--- config.mk ---
export PLATFORM = sky130hd
export DESIGN_NAME = vnu3_f0_lut_array_flat
export DESIGN_NICKNAME = d
export VERILOG_FILES = /design/src/rtl/vnu3_f0_lut_array_if.sv /design/src/rtl/vnu3_f0_lut_array.sv /design/src/flat_wrapper.sv
export SDC_FILE = /design/constraint.sdc
export NUM_CORES = 2
export LEC_CHECK = 0
export CAP_MARGIN = 15
export CORE_MARGIN = 10
export CORE_UTILIZATION = 39
export CTS_BUF_LIST = sky130_fd_sc_hd__clkbuf_16
export DETAILED_ROUTE_END_ITERATION = 10
export MAX_ROUTING_LAYER = met4
export PLACE_DENSITY_LB_ADDON = 0.2
export SLEW_MARGIN = 20
export SYNTH_ARGS = -nofsm -noshare
export SYNTH_HDL_FRONTEND = slang
export SYNTH_SLANG_ARGS = --single-unit
--- constraint.sdc ---
create_clock -name read_clk -period 2.4 [get_ports read_clk]
set_input_delay 0.36 -clock read_clk [delete_from_list [all_inputs] [get_ports read_clk]]
set_output_delay 0.36 -clock read_clk [all_outputs]
set_load 0.005 [all_outputs]
--- src/rtl/vnu3_f0_lut_array_if.sv ---
// Bus bundle for the F0 stage of the degree-3 IB variable-node update.
// The master side drives messages and LUT load words; the slave side returns lookups and loader status.
interface vnu3_f0_lut_array_if #(
  parameter int QUAN_SIZE       = 3,
  parameter int VNU_NUM         = 4,
  parameter int MULTI_FRAME_NUM = 2
);
  localparam int FRM_W = $clog2(MULTI_FRAME_NUM);
  localparam int BW    = VNU_NUM * QUAN_SIZE;

  // Read side: in_valid qualifies one message set per cycle and is never stalled.
  // out_valid follows exactly two cycles later; out_err marks a set that read a frame not yet loaded.
  logic                       in_valid;
  logic [FRM_W-1:0]           read_addr_offset;
  logic [BW-1:0]              c2v0_bus;
  logic [BW-1:0]              c2v1_bus;
  logic [BW-1:0]              c2v2_bus;
  logic [BW-1:0]              ch_llr_bus;
  logic                       wr_start;
  logic [FRM_W-1:0]           wr_frame;
  logic                       wr_valid;
  logic [QUAN_SIZE-1:0]       wr_data;
  logic                       out_valid;
  logic                       out_err;
  logic [FRM_W-1:0]           read_addr_offset_out;
  logic [BW-1:0]              tport0_bus;
  logic [BW-1:0]              tport1_bus;
  logic [VNU_NUM-1:0]         tran_en0_bus;
  logic [VNU_NUM-1:0]         tran_en1_bus;
  logic [BW-1:0]              c2v1_out_bus;
  logic [BW-1:0]              c2v2_out_bus;
  logic [MULTI_FRAME_NUM-1:0] frame_ready;
  logic                       load_busy;
  logic                       load_done;
  logic                       load_state;

  modport master (
    output in_valid, read_addr_offset, c2v0_bus, c2v1_bus, c2v2_bus, ch_llr_bus,
    output wr_start, wr_frame, wr_valid, wr_data,
    input  out_valid, out_err, read_addr_offset_out, tport0_bus, tport1_bus,
    input  tran_en0_bus, tran_en1_bus, c2v1_out_bus, c2v2_out_bus,
    input  frame_ready, load_busy, load_done, load_state
  );

  modport slave (
    input  in_valid, read_addr_offset, c2v0_bus, c2v1_bus, c2v2_bus, ch_llr_bus,
    input  wr_start, wr_frame, wr_valid, wr_data,
    output out_valid, out_err, read_addr_offset_out, tport0_bus, tport1_bus,
    output tran_en0_bus, tran_en1_bus, c2v1_out_bus, c2v2_out_bus,
    output frame_ready, load_busy, load_done, load_state
  );
endinterface

--- src/rtl/vnu3_f0_lut_array.sv ---
// F0 stage of the degree-3 IB VNU: two symmetric LUT lookups per VNU with a 2-cycle read pipeline,
// plus an on-block sequential table loader that tracks which frames hold a complete table.
module vnu3_f0_lut_array #(
  parameter int QUAN_SIZE       = 3,
  parameter int VNU_NUM         = 4,
  parameter int MULTI_FRAME_NUM = 2,
  localparam int FRM_W    = $clog2(MULTI_FRAME_NUM),
  localparam int LUT_ADDR = 2 * QUAN_SIZE
) (
  input logic                read_clk,
  input logic                rst,
  vnu3_f0_lut_array_if.slave bus
);
  localparam int AW    = FRM_W + LUT_ADDR;
  localparam int DEPTH = MULTI_FRAME_NUM << LUT_ADDR;
  localparam int BW    = VNU_NUM * QUAN_SIZE;

  typedef enum logic {S_IDLE = 1'b0, S_LOAD = 1'b1} ld_state_t;

  ld_state_t                  state, state_nx;
  logic [FRM_W-1:0]           ld_frame;
  logic [LUT_ADDR-1:0]        ld_cnt;
  logic                       ld_last;
  logic                       wr_en;
  logic                       load_busy_c;
  logic [MULTI_FRAME_NUM-1:0] frame_ready;
  logic                       load_done_q;

  logic [QUAN_SIZE-1:0] mem [DEPTH];

  logic [AW-1:0]      addr0_c [VNU_NUM];
  logic [AW-1:0]      addr1_c [VNU_NUM];
  logic [VNU_NUM-1:0] tr0_c, tr1_c;

  logic               s1_valid, s1_err;
  logic [FRM_W-1:0]   s1_frame;
  logic [AW-1:0]      s1_addr0 [VNU_NUM];
  logic [AW-1:0]      s1_addr1 [VNU_NUM];
  logic [VNU_NUM-1:0] s1_tr0, s1_tr1;
  logic [BW-1:0]      s1_c2v1, s1_c2v2;

  logic               out_valid_q, out_err_q;
  logic [FRM_W-1:0]   off_q;
  logic [BW-1:0]      t0_q, t1_q, c2v1_q, c2v2_q;
  logic [VNU_NUM-1:0] tr0_q, tr1_q;

  // Tables store only the (max, min) half, so each operand pair is swapped into canonical order.
  for (genvar i = 0; i < VNU_NUM; i++) begin : g_canon
    logic [QUAN_SIZE-1:0] a, b0, b2;
    assign a          = bus.ch_llr_bus[i*QUAN_SIZE +: QUAN_SIZE];
    assign b0         = bus.c2v0_bus[i*QUAN_SIZE +: QUAN_SIZE];
    assign b2         = bus.c2v2_bus[i*QUAN_SIZE +: QUAN_SIZE];
    assign tr0_c[i]   = (a < b0);
    assign tr1_c[i]   = (a < b2);
    assign addr0_c[i] = tr0_c[i] ? {bus.read_addr_offset, b0, a} : {bus.read_addr_offset, a, b0};
    assign addr1_c[i] = tr1_c[i] ? {bus.read_addr_offset, b2, a} : {bus.read_addr_offset, a, b2};
  end

  always_ff @(posedge read_clk) begin
    if (rst) begin
      s1_valid <= 1'b0;
      s1_err   <= 1'b0;
      s1_frame <= '0;
      s1_tr0   <= '0;
      s1_tr1   <= '0;
      s1_c2v1  <= '0;
      s1_c2v2  <= '0;
      for (int i = 0; i < VNU_NUM; i++) begin
        s1_addr0[i] <= '0;
        s1_addr1[i] <= '0;
      end
    end else begin
      s1_valid <= bus.in_valid;
      s1_err   <= bus.in_valid & ~frame_ready[bus.read_addr_offset];
      if (bus.in_valid) begin
        s1_frame <= bus.read_addr_offset;
        s1_addr0 <= addr0_c;
        s1_addr1 <= addr1_c;
        s1_tr0   <= tr0_c;
        s1_tr1   <= tr1_c;
        s1_c2v1  <= bus.c2v1_bus;
        s1_c2v2  <= bus.c2v2_bus;
      end
    end
  end

  // Data registers only advance on valid sets, so they stay at zero after reset until real data arrives.
  always_ff @(posedge read_clk) begin
    if (rst) begin
      out_valid_q <= 1'b0;
      out_err_q   <= 1'b0;
      off_q       <= '0;
      t0_q        <= '0;
      t1_q        <= '0;
      tr0_q       <= '0;
      tr1_q       <= '0;
      c2v1_q      <= '0;
      c2v2_q      <= '0;
    end else begin
      out_valid_q <= s1_valid;
      out_err_q   <= s1_err;
      if (s1_valid) begin
        off_q  <= s1_frame;
        tr0_q  <= s1_tr0;
        tr1_q  <= s1_tr1;
        c2v1_q <= s1_c2v1;
        c2v2_q <= s1_c2v2;
        for (int i = 0; i < VNU_NUM; i++) begin
          t0_q[i*QUAN_SIZE +: QUAN_SIZE] <= mem[s1_addr0[i]];
          t1_q[i*QUAN_SIZE +: QUAN_SIZE] <= mem[s1_addr1[i]];
        end
      end
    end
  end

  // Nonblocking write alongside the registered reads gives read-first behaviour on a collision.
  always_ff @(posedge read_clk) begin
    if (wr_en) mem[{ld_frame, ld_cnt}] <= bus.wr_data;
  end

  assign ld_last = (ld_cnt == {LUT_ADDR{1'b1}});

  always_ff @(posedge read_clk) begin
    if (rst) state <= S_IDLE;
    else     state <= state_nx;
  end

  always_comb begin
    state_nx = state;
    case (state)
      S_IDLE:  if (bus.wr_start) state_nx = S_LOAD;
      S_LOAD:  if (!bus.wr_start && bus.wr_valid && ld_last) state_nx = S_IDLE;
      default: state_nx = S_IDLE;
    endcase
  end

  always_comb begin
    load_busy_c = (state == S_LOAD);
    wr_en       = (state == S_LOAD) && bus.wr_valid && !bus.wr_start;
  end

  // A restart abandons the current frame; its ready bit was already cleared when that load began.
  always_ff @(posedge read_clk) begin
    if (rst) begin
      ld_frame    <= '0;
      ld_cnt      <= '0;
      frame_ready <= '0;
      load_done_q <= 1'b0;
    end else begin
      load_done_q <= 1'b0;
      if (bus.wr_start) begin
        ld_frame              <= bus.wr_frame;
        ld_cnt                <= '0;
        frame_ready[bus.wr_frame] <= 1'b0;
      end else if (wr_en) begin
        ld_cnt <= ld_cnt + 1'b1;
        if (ld_last) begin
          frame_ready[ld_frame] <= 1'b1;
          load_done_q           <= 1'b1;
        end
      end
    end
  end

  assign bus.out_valid            = out_valid_q;
  assign bus.out_err              = out_err_q;
  assign bus.read_addr_offset_out = off_q;
  assign bus.tport0_bus           = t0_q;
  assign bus.tport1_bus           = t1_q;
  assign bus.tran_en0_bus         = tr0_q;
  assign bus.tran_en1_bus         = tr1_q;
  assign bus.c2v1_out_bus         = c2v1_q;
  assign bus.c2v2_out_bus         = c2v2_q;
  assign bus.frame_ready          = frame_ready;
  assign bus.load_busy            = load_busy_c;
  assign bus.load_done            = load_done_q;
  assign bus.load_state           = (state == S_LOAD);
endmodule

--- src/flat_wrapper.sv ---
// flat-port wrapper written by rule: the top's interface ports become plain ports
module vnu3_f0_lut_array_flat 
#(
  parameter int QUAN_SIZE       = 3,
  parameter int VNU_NUM         = 4,
  parameter int MULTI_FRAME_NUM = 2,
  localparam int FRM_W    = $clog2(MULTI_FRAME_NUM),
  localparam int LUT_ADDR = 2 * QUAN_SIZE
)
  (read_clk, rst, bus_in_valid, bus_read_addr_offset, bus_c2v0_bus, bus_c2v1_bus, bus_c2v2_bus, bus_ch_llr_bus, bus_wr_start, bus_wr_frame, bus_wr_valid, bus_wr_data, bus_out_valid, bus_out_err, bus_read_addr_offset_out, bus_tport0_bus, bus_tport1_bus, bus_tran_en0_bus, bus_tran_en1_bus, bus_c2v1_out_bus, bus_c2v2_out_bus, bus_frame_ready, bus_load_busy, bus_load_done, bus_load_state);
  vnu3_f0_lut_array_if #(.QUAN_SIZE(QUAN_SIZE), .VNU_NUM(VNU_NUM), .MULTI_FRAME_NUM(MULTI_FRAME_NUM)) bus_i ();
  input logic read_clk;
  input logic rst;
  input wire logic [$bits(bus_i.in_valid)-1:0] bus_in_valid;
  input wire logic [$bits(bus_i.read_addr_offset)-1:0] bus_read_addr_offset;
  input wire logic [$bits(bus_i.c2v0_bus)-1:0] bus_c2v0_bus;
  input wire logic [$bits(bus_i.c2v1_bus)-1:0] bus_c2v1_bus;
  input wire logic [$bits(bus_i.c2v2_bus)-1:0] bus_c2v2_bus;
  input wire logic [$bits(bus_i.ch_llr_bus)-1:0] bus_ch_llr_bus;
  input wire logic [$bits(bus_i.wr_start)-1:0] bus_wr_start;
  input wire logic [$bits(bus_i.wr_frame)-1:0] bus_wr_frame;
  input wire logic [$bits(bus_i.wr_valid)-1:0] bus_wr_valid;
  input wire logic [$bits(bus_i.wr_data)-1:0] bus_wr_data;
  output wire logic [$bits(bus_i.out_valid)-1:0] bus_out_valid;
  output wire logic [$bits(bus_i.out_err)-1:0] bus_out_err;
  output wire logic [$bits(bus_i.read_addr_offset_out)-1:0] bus_read_addr_offset_out;
  output wire logic [$bits(bus_i.tport0_bus)-1:0] bus_tport0_bus;
  output wire logic [$bits(bus_i.tport1_bus)-1:0] bus_tport1_bus;
  output wire logic [$bits(bus_i.tran_en0_bus)-1:0] bus_tran_en0_bus;
  output wire logic [$bits(bus_i.tran_en1_bus)-1:0] bus_tran_en1_bus;
  output wire logic [$bits(bus_i.c2v1_out_bus)-1:0] bus_c2v1_out_bus;
  output wire logic [$bits(bus_i.c2v2_out_bus)-1:0] bus_c2v2_out_bus;
  output wire logic [$bits(bus_i.frame_ready)-1:0] bus_frame_ready;
  output wire logic [$bits(bus_i.load_busy)-1:0] bus_load_busy;
  output wire logic [$bits(bus_i.load_done)-1:0] bus_load_done;
  output wire logic [$bits(bus_i.load_state)-1:0] bus_load_state;
  assign bus_i.in_valid = bus_in_valid;
  assign bus_i.read_addr_offset = bus_read_addr_offset;
  assign bus_i.c2v0_bus = bus_c2v0_bus;
  assign bus_i.c2v1_bus = bus_c2v1_bus;
  assign bus_i.c2v2_bus = bus_c2v2_bus;
  assign bus_i.ch_llr_bus = bus_ch_llr_bus;
  assign bus_i.wr_start = bus_wr_start;
  assign bus_i.wr_frame = bus_wr_frame;
  assign bus_i.wr_valid = bus_wr_valid;
  assign bus_i.wr_data = bus_wr_data;
  assign bus_out_valid = bus_i.out_valid;
  assign bus_out_err = bus_i.out_err;
  assign bus_read_addr_offset_out = bus_i.read_addr_offset_out;
  assign bus_tport0_bus = bus_i.tport0_bus;
  assign bus_tport1_bus = bus_i.tport1_bus;
  assign bus_tran_en0_bus = bus_i.tran_en0_bus;
  assign bus_tran_en1_bus = bus_i.tran_en1_bus;
  assign bus_c2v1_out_bus = bus_i.c2v1_out_bus;
  assign bus_c2v2_out_bus = bus_i.c2v2_out_bus;
  assign bus_frame_ready = bus_i.frame_ready;
  assign bus_load_busy = bus_i.load_busy;
  assign bus_load_done = bus_i.load_done;
  assign bus_load_state = bus_i.load_state;
  vnu3_f0_lut_array #(.QUAN_SIZE(QUAN_SIZE), .VNU_NUM(VNU_NUM), .MULTI_FRAME_NUM(MULTI_FRAME_NUM)) u_core (.read_clk(read_clk), .rst(rst), .bus(bus_i));
endmodule
==> impl_metrics.csv <==
group,metric,value,unit
grt,grt_max_degree,77,
placement,post-dp-hpwl,192000,um
grt,antenna_found_initial,10,
setup_path,crit_chain,"buf_4, buf_4, mux4_2, nor2b_1, a211oi_2, a221oi_2, a31oi_2, buf_4, o22ai_1",
placement,place_congestion,1.07,
synth,yosysUniqueCellTypes,55,
grt,busiest_layer,"met2",
setup_path,cpMaxStageDelayCell,"dfxtp_4",
worst_hold_path,worstHoldPathType,"input port to register",
sta,relSlewSlack,0.440,
synth,syn_area,0.0445,mm2
grt,grt_util_met2,0.564,
grt,grt_pass1_wl,340000,um
synth,synth.net_count,3520,
detailed_routing,drc,0,
synth,synth_edf_count,384,
grt,grt_use_met3,0.109,
detailed_routing,viasPerCell,6.86,
clock_network,clock_latency,0.71,ns
detailed_routing,ant_nets,0,
sta,skew,0.0423,ns
sta,layout_min_cycle_time,2.61,ns
synth,async_reset_ff_frac,0,
clock_network,numCtsBuffers,66,
setup_path,arrival,3.20,ns
clock_network,cts_sinks,537,
finish,drive_above_1_share,0.516,
setup_path,start_kind,"register",
job,maxCapViolCount,0,
power,static-leakage-power,22.4,nW
floorplanning,fp.dieH,358,um
finish,fin_cells,6192,
finish,num-nets-final,4721,
grt,first_global_vias,40500,
sta,fin_crit_sh,1.09,
clock_network,clockBufferDepth,3,
setup_path,critical_path_class,"register to register",
floorplanning,num_rows,123,
synth,avgSynthCellArea,13.0,um2
power,p_per_area,493,mW/mm2
clock_network,h-tree-depth,3,
setup_path,endpoint_kind,"register",
sta,layout_setup_ws,-0.213,ns
detailed_routing,wl,252000,um
floorplanning,placeableCoreArea,0.113,mm2
finish,synthToLayoutAreaGrowth,40.5,%
synth,synth-seq-cells,537,
placement,io_buffers,121,
grt,grt_remaining_overflow,0,
synth,synthCells,3429,
grt,grtUsageMet1,0.513,
setup_path,critPathMaxStageDelay,0.52,ns
detailed_routing,drtIter0Drc,5848,
floorplanning,start_util,0.394,
detailed_routing,drtPass1Iterations,6,
floorplanning,die_w,358,um
synth,synth_seq_area_share,0.328,
sta,grt_setup_unrepaired,"true",
clock_network,clkSlewWorstSetupHoldPaths,0.07,ns
synth,yosysWarningCount,0,
power,total_power,30.8,mW
clock_network,cts-root-buf,"clkbuf_16",
sta,timing.fmax,383,MHz
outcome,status,"finished with violations",
detailed_routing,wire_per_inst,40.6,um
detailed_routing,vias,42500,
clock_network,cts_tree,"done",
floorplanning,num_io_pins,122,
sta,setup_viol,18,
sta,worst_slew_pin_slew,0.838,ns
sta,finalMaxSlewViolations,0,
outcome,violations,"setup timing",
setup_path,cp.required,2.99,ns
power,vdd_drop_max,0.704,mV
setup_path,cp_common_cell,"buf_4",
grt,grt_usage,0.393,
placement,dp.cells,5913,
setup_path,crit_fanout,6,
sta,hold_viol,0,
floorplanning,die_area,0.128,mm2
synth,synth_ff_type,"edfxtp_1",
## critical path: cells and delay by family (launching register included)
family | cells | cell delay [ns]
muxes | 1 | 0.48
DFF | 1 | 0.52
and+or+nand+nor | 1 | 0.16
buffers and inverters | 3 | 0.56
AOI/OAI and AO/OA | 4 | 0.77
## timing repair
item,4_1_cts,5_1_grt
hold endpoints to repair,1,0
buffers inserted,71,81
resized for setup,295,212
hold buffers,1,0
setup endpoints to repair,24,41
pin swaps,55,93
cloned,12,8
## worst paths after layout
| path | to | depth (start not counted) | from | slack (ns) |
|---|---|---|---|---|
| min | u_core.bus.frame_ready[1] | 2 | rst | 0.06 |
| max | u_core.bus.tport1_bus[6] | 9 | u_core.s1_addr1[8] | -0.21 |
| max reg2reg | u_core.bus.tport1_bus[6] | 9 | u_core.s1_addr1[8] | -0.21 |
| min reg2reg | u_core.bus.out_err | 1 | u_core.s1_err | 0.44 |
## power by group
group,total (mW),internal (mW),switching [mW]
registers,10.4,10.1,0.314
logic,9.96,4.74,5.22
clock network,10.5,5.85,4.64
## layout make-up
class / instances / area [um2]
diodes: 11 / 27.5
clock buffers: 67 / 1680
clock inverters: 52 / 558
fillers: 9664 / 50400
inverters: 34 / 131
multi-input cells: 2511 / 29500
flip-flops and latches: 537 / 14700
well taps: 1500 / 1880
repair buffers: 1480 / 14100
## cell usage after synthesis, types with 24 or more instances
cell	count	area [um2]
mux4_2	588	13200
dfxtp_1	153	3060
a21oi_1	81	405
buf_2	90	450
and2_1	26	163
edfxtp_1	384	11500
nor2b_1	62	388
nand2b_1	40	250
a221oi_1	92	806
ha_1	33	413
a22oi_1	65	488
nor2_1	301	1130
buf_6	42	473
mux2_2	65	732
mux2i_1	589	5900
nand2_1	146	548
inv_1	31	116
a211oi_1	91	683
a22o_1	57	499
a31oi_1	30	188
clkbuf_1	124	465
o21ai_0	26	130
o22ai_1	72	450
a2111oi_0	24	210
buf_4	64	480
## layer usage
metal / up-vias / wire length [um]
li1: 16600 / -
met2: 3135 / 108000
met5: - / 0
met4: 0 / 15000
met3: 601 / 30200
met1: 22100 / 98200
## cell families after synthesis
| family | count (synthesis) | share of synthesized area |
|---|---|---|
| multiplexers | 1253 | 0.453 |
| AND/OR/NAND/NOR | 636 | 0.0640 |
| AO/OA/AOI/OAI | 584 | 0.0952 |
| flip-flops | 537 | 0.328 |
| buffers and inverters | 381 | 0.0501 |
| adder cells (fa/ha/maj) | 33 | 0.00927 |
| XOR/XNOR | 5 | 0.000983 |
## metrics by stage
step	setup slack, ns	instance area, um2	utilization	setup TNS (ns)	hold WS, ns
after floorplan	0.209	44500	-	0	0.414
after global placement	-1.00	56200	0.498	-9.51	0.417
after detailed placement	-0.941	56200	0.498	-10.21	0.427
after CTS	-0.155	60900	0.539	-0.891	0.0263
after global routing	-0.185	62600	0.554	-1.70	0.0531
final	-0.213	62600	0.554	-1.33	0.0599
## flip-flops by register name, indices dropped and copies added, names as in the netlist, 4 cells and up
name                     count
u_core.bus.c2v1_out_bus     12
u_core.bus.c2v2_out_bus     12
u_core.bus.tport0_bus       12
u_core.bus.tport1_bus       12
u_core.bus.tran_en0_bus      4
u_core.bus.tran_en1_bus      4
u_core.ld_cnt                6
u_core.mem                 384
u_core.s1_addr0             24
u_core.s1_addr1             25
u_core.s1_c2v1              12
u_core.s1_c2v2              12
u_core.s1_tr0                4
u_core.s1_tr1                4
## cells in the final DEF, fill, tap and decap left out, types with 21 or more instances in the layout
cell type,instances
buf_6,47
inv_1,45
mux2i_1,551
a22o_1,57
nor2b_1,56
dfxtp_4,23
edfxtp_1,384
clkdlybuf4s50_1,116
clkbuf_16,74
mux4_2,599
and2_1,21
a221oi_2,45
nor2_1,294
a211oi_1,51
buf_12,146
a21oi_1,69
nand2b_1,39
o22ai_1,46
a22oi_1,61
o22ai_2,22
ha_1,33
a31oi_1,24
dfxtp_1,127
a221oi_1,38
nand2_1,141
a211oi_2,37
mux2i_2,27
buf_4,1122
mux2_2,53
Note: power is estimated with default switching activity, not from simulation.
